## src/rtl/piso_shift_register_pkg.sv

```systemverilog
// Shared types and defaults for the PISO transmitter slice.
package piso_pkg;

    localparam int DEFAULT_WIDTH = 16;

    typedef enum logic [1:0] {
        IDLE,
        SHIFT,
        PARITY
    } state_t;

endpackage

```

## src/rtl/piso_shift_register_if.sv

```systemverilog
// Word-in / bit-out bus of the PISO transmitter.
// master: the word producer and serial consumer; slave: the transmitter.
interface piso_shift_register_if #(
    parameter int WIDTH = piso_pkg::DEFAULT_WIDTH
);

    logic             load;
    logic [WIDTH-1:0] din;
    logic             ready;
    logic             sout;
    logic             sout_valid;
    logic             last;

    modport master (
        output load,
        output din,
        input  ready,
        input  sout,
        input  sout_valid,
        input  last
    );

    modport slave (
        input  load,
        input  din,
        output ready,
        output sout,
        output sout_valid,
        output last
    );

endinterface

```

## src/rtl/piso_shift_register_bit_counter.sv

```systemverilog
// Bit position counter for one frame: counts 0..WIDTH-1 and flags the final data bit.
module piso_bit_counter
    import piso_pkg::*;
#(
    parameter int WIDTH = DEFAULT_WIDTH
) (
    input  logic                     clk,
    input  logic                     rst,
    input  logic                     clr,
    input  logic                     inc,
    output logic [$clog2(WIDTH)-1:0] cnt,
    output logic                     at_last
);

    localparam int             CW   = $clog2(WIDTH);
    localparam logic [CW-1:0]  LAST = CW'(WIDTH - 1);

    // Clear has priority so a reload on the final bit restarts at 0.
    always_ff @(posedge clk) begin
        if (rst || clr) begin
            cnt <= '0;
        end else if (inc) begin
            cnt <= cnt + 1'b1;
        end
    end

    assign at_last = (cnt == LAST);

endmodule

```

## src/rtl/piso_shift_register.sv

```systemverilog
// Parallel-in serial-out transmitter, MSB first, one bit per clock,
// back-to-back frames with no gap.
// Optional feature: define PISO_PARITY_EN to append an even-parity bit
// after the data bits (frame length WIDTH+1, last/ready move to that bit).
module piso_shift_register
    import piso_pkg::*;
#(
    parameter int WIDTH = DEFAULT_WIDTH
) (
    input  logic                 clk,
    input  logic                 rst,
    piso_shift_register_if.slave bus
);

    localparam int CW = $clog2(WIDTH);

    state_t           state;
    state_t           state_nxt;
    logic [WIDTH-1:0] shreg;
    logic [CW-1:0]    bit_cnt_unused;
    logic             at_last;
    logic             ready;
    logic             accept;
    logic             cnt_clr;
    logic             cnt_inc;
`ifdef PISO_PARITY_EN
    logic             par;
`endif

    // Bit count is kept for debug visibility; frame control only needs at_last.
    piso_bit_counter #(
        .WIDTH (WIDTH)
    ) u_cnt (
        .clk     (clk),
        .rst     (rst),
        .clr     (cnt_clr),
        .inc     (cnt_inc),
        .cnt     (bit_cnt_unused),
        .at_last (at_last)
    );

    // Handshake, serial outputs, counter control and next state.
    always_comb begin
        state_nxt      = state;
        bus.sout       = 1'b0;
        bus.sout_valid = 1'b0;
        bus.last       = 1'b0;
        ready          = 1'b0;
        cnt_inc        = 1'b0;
        cnt_clr        = 1'b0;

        case (state)
            IDLE: begin
                ready = 1'b1;
            end
            SHIFT: begin
                bus.sout       = shreg[WIDTH-1];
                bus.sout_valid = 1'b1;
`ifndef PISO_PARITY_EN
                bus.last       = at_last;
                ready          = at_last;
`endif
                cnt_inc        = !at_last;
                cnt_clr        = at_last;
            end
`ifdef PISO_PARITY_EN
            PARITY: begin
                bus.sout       = par;
                bus.sout_valid = 1'b1;
                bus.last       = 1'b1;
                ready          = 1'b1;
            end
`endif
            default: ;
        endcase

        // Reset blocks new words combinationally.
        ready     = ready && !rst;
        bus.ready = ready;
        accept    = bus.load && ready;
        cnt_clr   = cnt_clr || accept;

        case (state)
            IDLE: begin
                if (accept) state_nxt = SHIFT;
            end
            SHIFT: begin
                if (at_last) begin
`ifdef PISO_PARITY_EN
                    state_nxt = PARITY;
`else
                    state_nxt = accept ? SHIFT : IDLE;
`endif
                end
            end
`ifdef PISO_PARITY_EN
            PARITY: begin
                state_nxt = accept ? SHIFT : IDLE;
            end
`endif
            default: begin
                state_nxt = IDLE;
            end
        endcase
    end

    // State register and shift register; an accept always reloads, otherwise shift while in SHIFT.
    always_ff @(posedge clk) begin
        if (rst) begin
            state <= IDLE;
            shreg <= '0;
        end else begin
            state <= state_nxt;
            if (accept) begin
                shreg <= bus.din;
            end else if (state == SHIFT) begin
                shreg <= {shreg[WIDTH-2:0], 1'b0};
            end
        end
    end

`ifdef PISO_PARITY_EN
    // Even parity of the accepted word, captured together with it.
    always_ff @(posedge clk) begin
        if (rst) begin
            par <= 1'b0;
        end else if (accept) begin
            par <= ^bus.din;
        end
    end
`endif

endmodule

```

## src/flat_wrapper.sv

```systemverilog
// flat-port wrapper written by rule: the top's interface ports become plain ports
module piso_shift_register_flat import piso_pkg::*;
#(
    parameter int WIDTH = DEFAULT_WIDTH
)
  (clk, rst, bus_load, bus_din, bus_ready, bus_sout, bus_sout_valid, bus_last);
  piso_shift_register_if #(.WIDTH(WIDTH)) bus_i ();
  input  logic clk;
  input  logic rst;
  input wire logic [$bits(bus_i.load)-1:0] bus_load;
  input wire logic [$bits(bus_i.din)-1:0] bus_din;
  output wire logic [$bits(bus_i.ready)-1:0] bus_ready;
  output wire logic [$bits(bus_i.sout)-1:0] bus_sout;
  output wire logic [$bits(bus_i.sout_valid)-1:0] bus_sout_valid;
  output wire logic [$bits(bus_i.last)-1:0] bus_last;
  assign bus_i.load = bus_load;
  assign bus_i.din = bus_din;
  assign bus_ready = bus_i.ready;
  assign bus_sout = bus_i.sout;
  assign bus_sout_valid = bus_i.sout_valid;
  assign bus_last = bus_i.last;
  piso_shift_register #(.WIDTH(WIDTH)) u_core (.clk(clk), .rst(rst), .bus(bus_i));
endmodule
```

## config.mk

```make
export PLATFORM = sky130hd
export DESIGN_NAME = piso_shift_register_flat
export DESIGN_NICKNAME = d
export VERILOG_FILES = /design/src/rtl/piso_shift_register_pkg.sv /design/src/rtl/piso_shift_register_if.sv /design/src/rtl/piso_shift_register_bit_counter.sv /design/src/rtl/piso_shift_register.sv /design/src/flat_wrapper.sv
export SDC_FILE = /design/constraint.sdc
export NUM_CORES = 1
export LEC_CHECK = 0
export ABC_AREA = 1
export CAP_MARGIN = 5
export CORE_UTILIZATION = 30
export CTS_BUF_LIST = sky130_fd_sc_hd__clkbuf_8
export DETAILED_ROUTE_END_ITERATION = 12
export GPL_TIMING_DRIVEN = 0
export HOLD_SLACK_MARGIN = 0.12
export PLACE_DENSITY_LB_ADDON = 0.05
export SLEW_MARGIN = 30
export SYNTH_ARGS = -nofsm -noshare
export SYNTH_HDL_FRONTEND = slang
export SYNTH_HIERARCHICAL = 1
export SYNTH_SLANG_ARGS = --single-unit
```

## constraint.sdc

```tcl
create_clock -name clk -period 1.4 [get_ports clk]
set_input_delay 0.35 -clock clk [delete_from_list [all_inputs] [get_ports clk]]
set_output_delay 0.35 -clock clk [all_outputs]
set_load 0.05 [all_outputs]
```

==> results of run 1 <==
-- cell type report --
| class | count | area, µm² |
|---|---|---|
| Fill cell | 371 | 1840 |
| Multi-Input combinational cell | 121 | 619 |
| Sequential cell | 21 | 429 |
| Timing Repair Buffer | 32 | 302 |
| Inverter | 21 | 88.8 |
| Buffer | 8 | 62.6 |
| Tap cell | 46 | 57.6 |
| Clock buffer | 3 | 41.3 |
| Clock inverter | 1 | 3.75 |
-- stage by stage --
step	area [µm²]	total power [mW]	std cells
after floorplan	1140	0.826	171
after global placement	1410	0.919	238
after detailed placement	1410	0.923	238
after CTS	1550	1.35	250
after global routing	1600	1.44	253
final	1600	1.34	253
-- power groups by stage --
stage / Clock [mW] / Sequential [mW] / Combinational (mW)
after detailed placement: 0 / 0.662 / 0.261
after global routing: 0.449 / 0.648 / 0.338
after floorplan: 0 / 0.666 / 0.160
after CTS: 0.413 / 0.646 / 0.291
final: 0.385 / 0.645 / 0.310
after global placement: 0 / 0.662 / 0.257
-- registers in the layout, summed over array words and instances, names as in the netlist --
name	cells
u_core/state	1
u_core/u_cnt/cnt	4
u_core/shreg	16
-- what timing repair did --
action	4_1_cts	5_1_grt
pin swaps	1	3
endpoints found under the setup margin	21	25
setup buffers	8	3
gates resized for setup	34	15
-- worst max-delay path by stage --
stage / start / to / slack, ns / depth (start not counted)
after floorplan: u_core/u_cnt/cnt[0] / bus_ready / -0.22 / 6
after global placement: u_core/u_cnt/cnt[0] / bus_ready / -0.92 / 7
after detailed placement: u_core/u_cnt/cnt[0] / bus_ready / -0.93 / 7
after CTS: u_core/u_cnt/cnt[0] / bus_ready / -0.37 / 7
after global routing: u_core/u_cnt/cnt[0] / bus_ready / -0.45 / 7
final: u_core/u_cnt/cnt[0] / bus_ready / -0.36 / 7
-- placed cells by master, fill, tap and decap left out, drive strengths merged --
master         count
clkinvlp           2
clkbuf             5
dfxtp             21
o21ai              1
nand2             42
nand4             15
ha                 1
a21oi              5
and3               1
inv               20
buf               21
nor2              53
nand3              3
dlygate4sd2        1
clkdlybuf4s50     16
-- kinds of logic after synthesis --
family | synth area share
buf+inv | 0.114
compound gates | 0.0373
flops | 0.380
simple gates | 0.458
fa+ha+maj | 0.0113
-- critical path: cells and delay by family (launching register included) --
family        cells  cell delay [ns]
simple gates      3             0.35
buf+inv           3             0.30
fa+ha+maj         1             0.13
flops             1             0.37
-- routing by layer --
| metal | share of wire | wire [µm] | vias to the layer above | GRT usage |
|---|---|---|---|---|
| li1 | - | - | 599 | - |
| met1 | 0.47 | 1310 | 524 | 0.182 |
| met2 | 0.49 | 1350 | 20 | 0.239 |
| met3 | 0.032 | 88 | 2 | 0.0292 |
| met4 | 0.0080 | 22 | 0 | 0.0610 |
| met5 | 0 | 0 | - | 0 |
==> results.ini, run 1 <==
[status]
status=complete, but fails checks
violations=setup timing

[sta]
holdWs_ns=0.488
setup-tns-final_ns=-3.52
fin_skew_ns=0.000868
fmax_mhz=568
fin_crit_sh=1.26
report.final.slew_viol_count=0
tightest_slew_ns=0.486
setup_ws_ns=-0.362
setup_viol_count_final=21
rsz0062_at_grt=true
hold_violations=0
slew_headroom=0.676
layout_min_cycle_time_ns=1.76

[detailed_routing]
via_per_inst=4.53
wl_per_cell_um=10.9
drc=0
drt_wl_total_um=2770
vias=1145
firstDrtPassIters=4
drt_iter0_markers=72
ant_nets=0

[yosys]
yosysTopAreaCellShare=0.380
syn-cell-area_mm2=0.00111
syn_nets=191
synthCells=171
synth-seq-cells=21
yosysWarnings=6
ys_async_sr_fraction=0
synth_top_area_cell=dfxtp_1
netlist_top_cells_area=dfxtp_1 (38%), nor2_1 (17%), nand2_1 (13%), nand4_1 (8.5%), inv_1 (6.8%)
yosysMostFrequentCell=nor2_1
synth_seq_area_share=0.380
synth-main-ff-cell=dfxtp_1
synth_commonest_cells=nor2_1 (49), nand2_1 (39), dfxtp_1 (21)
synth_edf_count=0
ys_types=21
syn_area_per_cell_um2=6.48

[die]
ioPinCount=23
start_util=0.322
fp.dieW_um=62.8
die_y_um=62.8
dieArea_mm2=0.00394
row_count=21
fp.coreArea_mm2=0.00344

[global_routing]
antenna_found_initial=0
grt_pass1_wl_um=4450
first_global_vias=1017
globalRouteTotalUtil=0.145
grt_start_max_net_pins=12
grt-ovfl-total=0

[min_path]
hp-start=bus_load
hold_class=input pin to register
whs_path_depth=3
min_to=u_core/state[0]

[placed_design]
io_buffer_count=21
place_hpwl_um=1820
place_congestion=0.705
place_ws_ns=-0.927

[worst_setup_path]
rrSetupSlack_ns=-0.24
end_kind=primary output
reg2reg_depth=11
criticalPathCategory=register to primary output
cp.required_ns=1.05
critical_path.cell_chain=ha_4 -> and3_4 -> inv_2 -> nand2_4 -> clkinvlp_4 -> nor2_4 -> buf_6
worst-path-max-fanout=2
r2r_start=u_core/u_cnt/cnt[0]
cp.arrival_ns=1.41
r2r_end=u_core/shreg[7]
slowest_delay_ns=0.37
startpoint_type=register
worst_path_max_delay_cell=dfxtp_4

[power]
ir_drop_uv=371
p_clk_frac=0.287
p_int_mw=0.965
power_frac_comb=0.232
seqPwrFrac=0.481
pwr_density_cell_mw_per_mm2=836
p_leak_nw=0.687
power.switching_mw=0.375
sw_frac_of_total=0.280

[flow_run]
cap_violations=0

[cts]
cts.hold.buffers_added=0
cts_htree_levels=1
cts.clk_slew.worst_paths_ns=0.07
cts-root-buf=clkbuf_8
clockBufferDepth=2
clock_latency_ns=0.25
clock_sinks=21
cts_tree=done
numCtsBuffers=3

[finish]
nets=228
layout-drive-gt1-share=0.237
post-route-util=0.466
diodes=0
syn_to_final_growth_pct=44.9

Power figures use the tool's default switching activity.
==> run 2, diff against run 1 <==
--- a/config.mk
+++ b/config.mk
@@ -6,7 +6,7 @@
 export NUM_CORES = 1
 export LEC_CHECK = 0
 export ABC_AREA = 1
-export CAP_MARGIN = 5
+export CAP_MARGIN = 20
 export CORE_UTILIZATION = 30
 export CTS_BUF_LIST = sky130_fd_sc_hd__clkbuf_8
 export DETAILED_ROUTE_END_ITERATION = 12
==> results of run 2 <==
No change in the layout: final DEF, timing and power equal those of run 1.
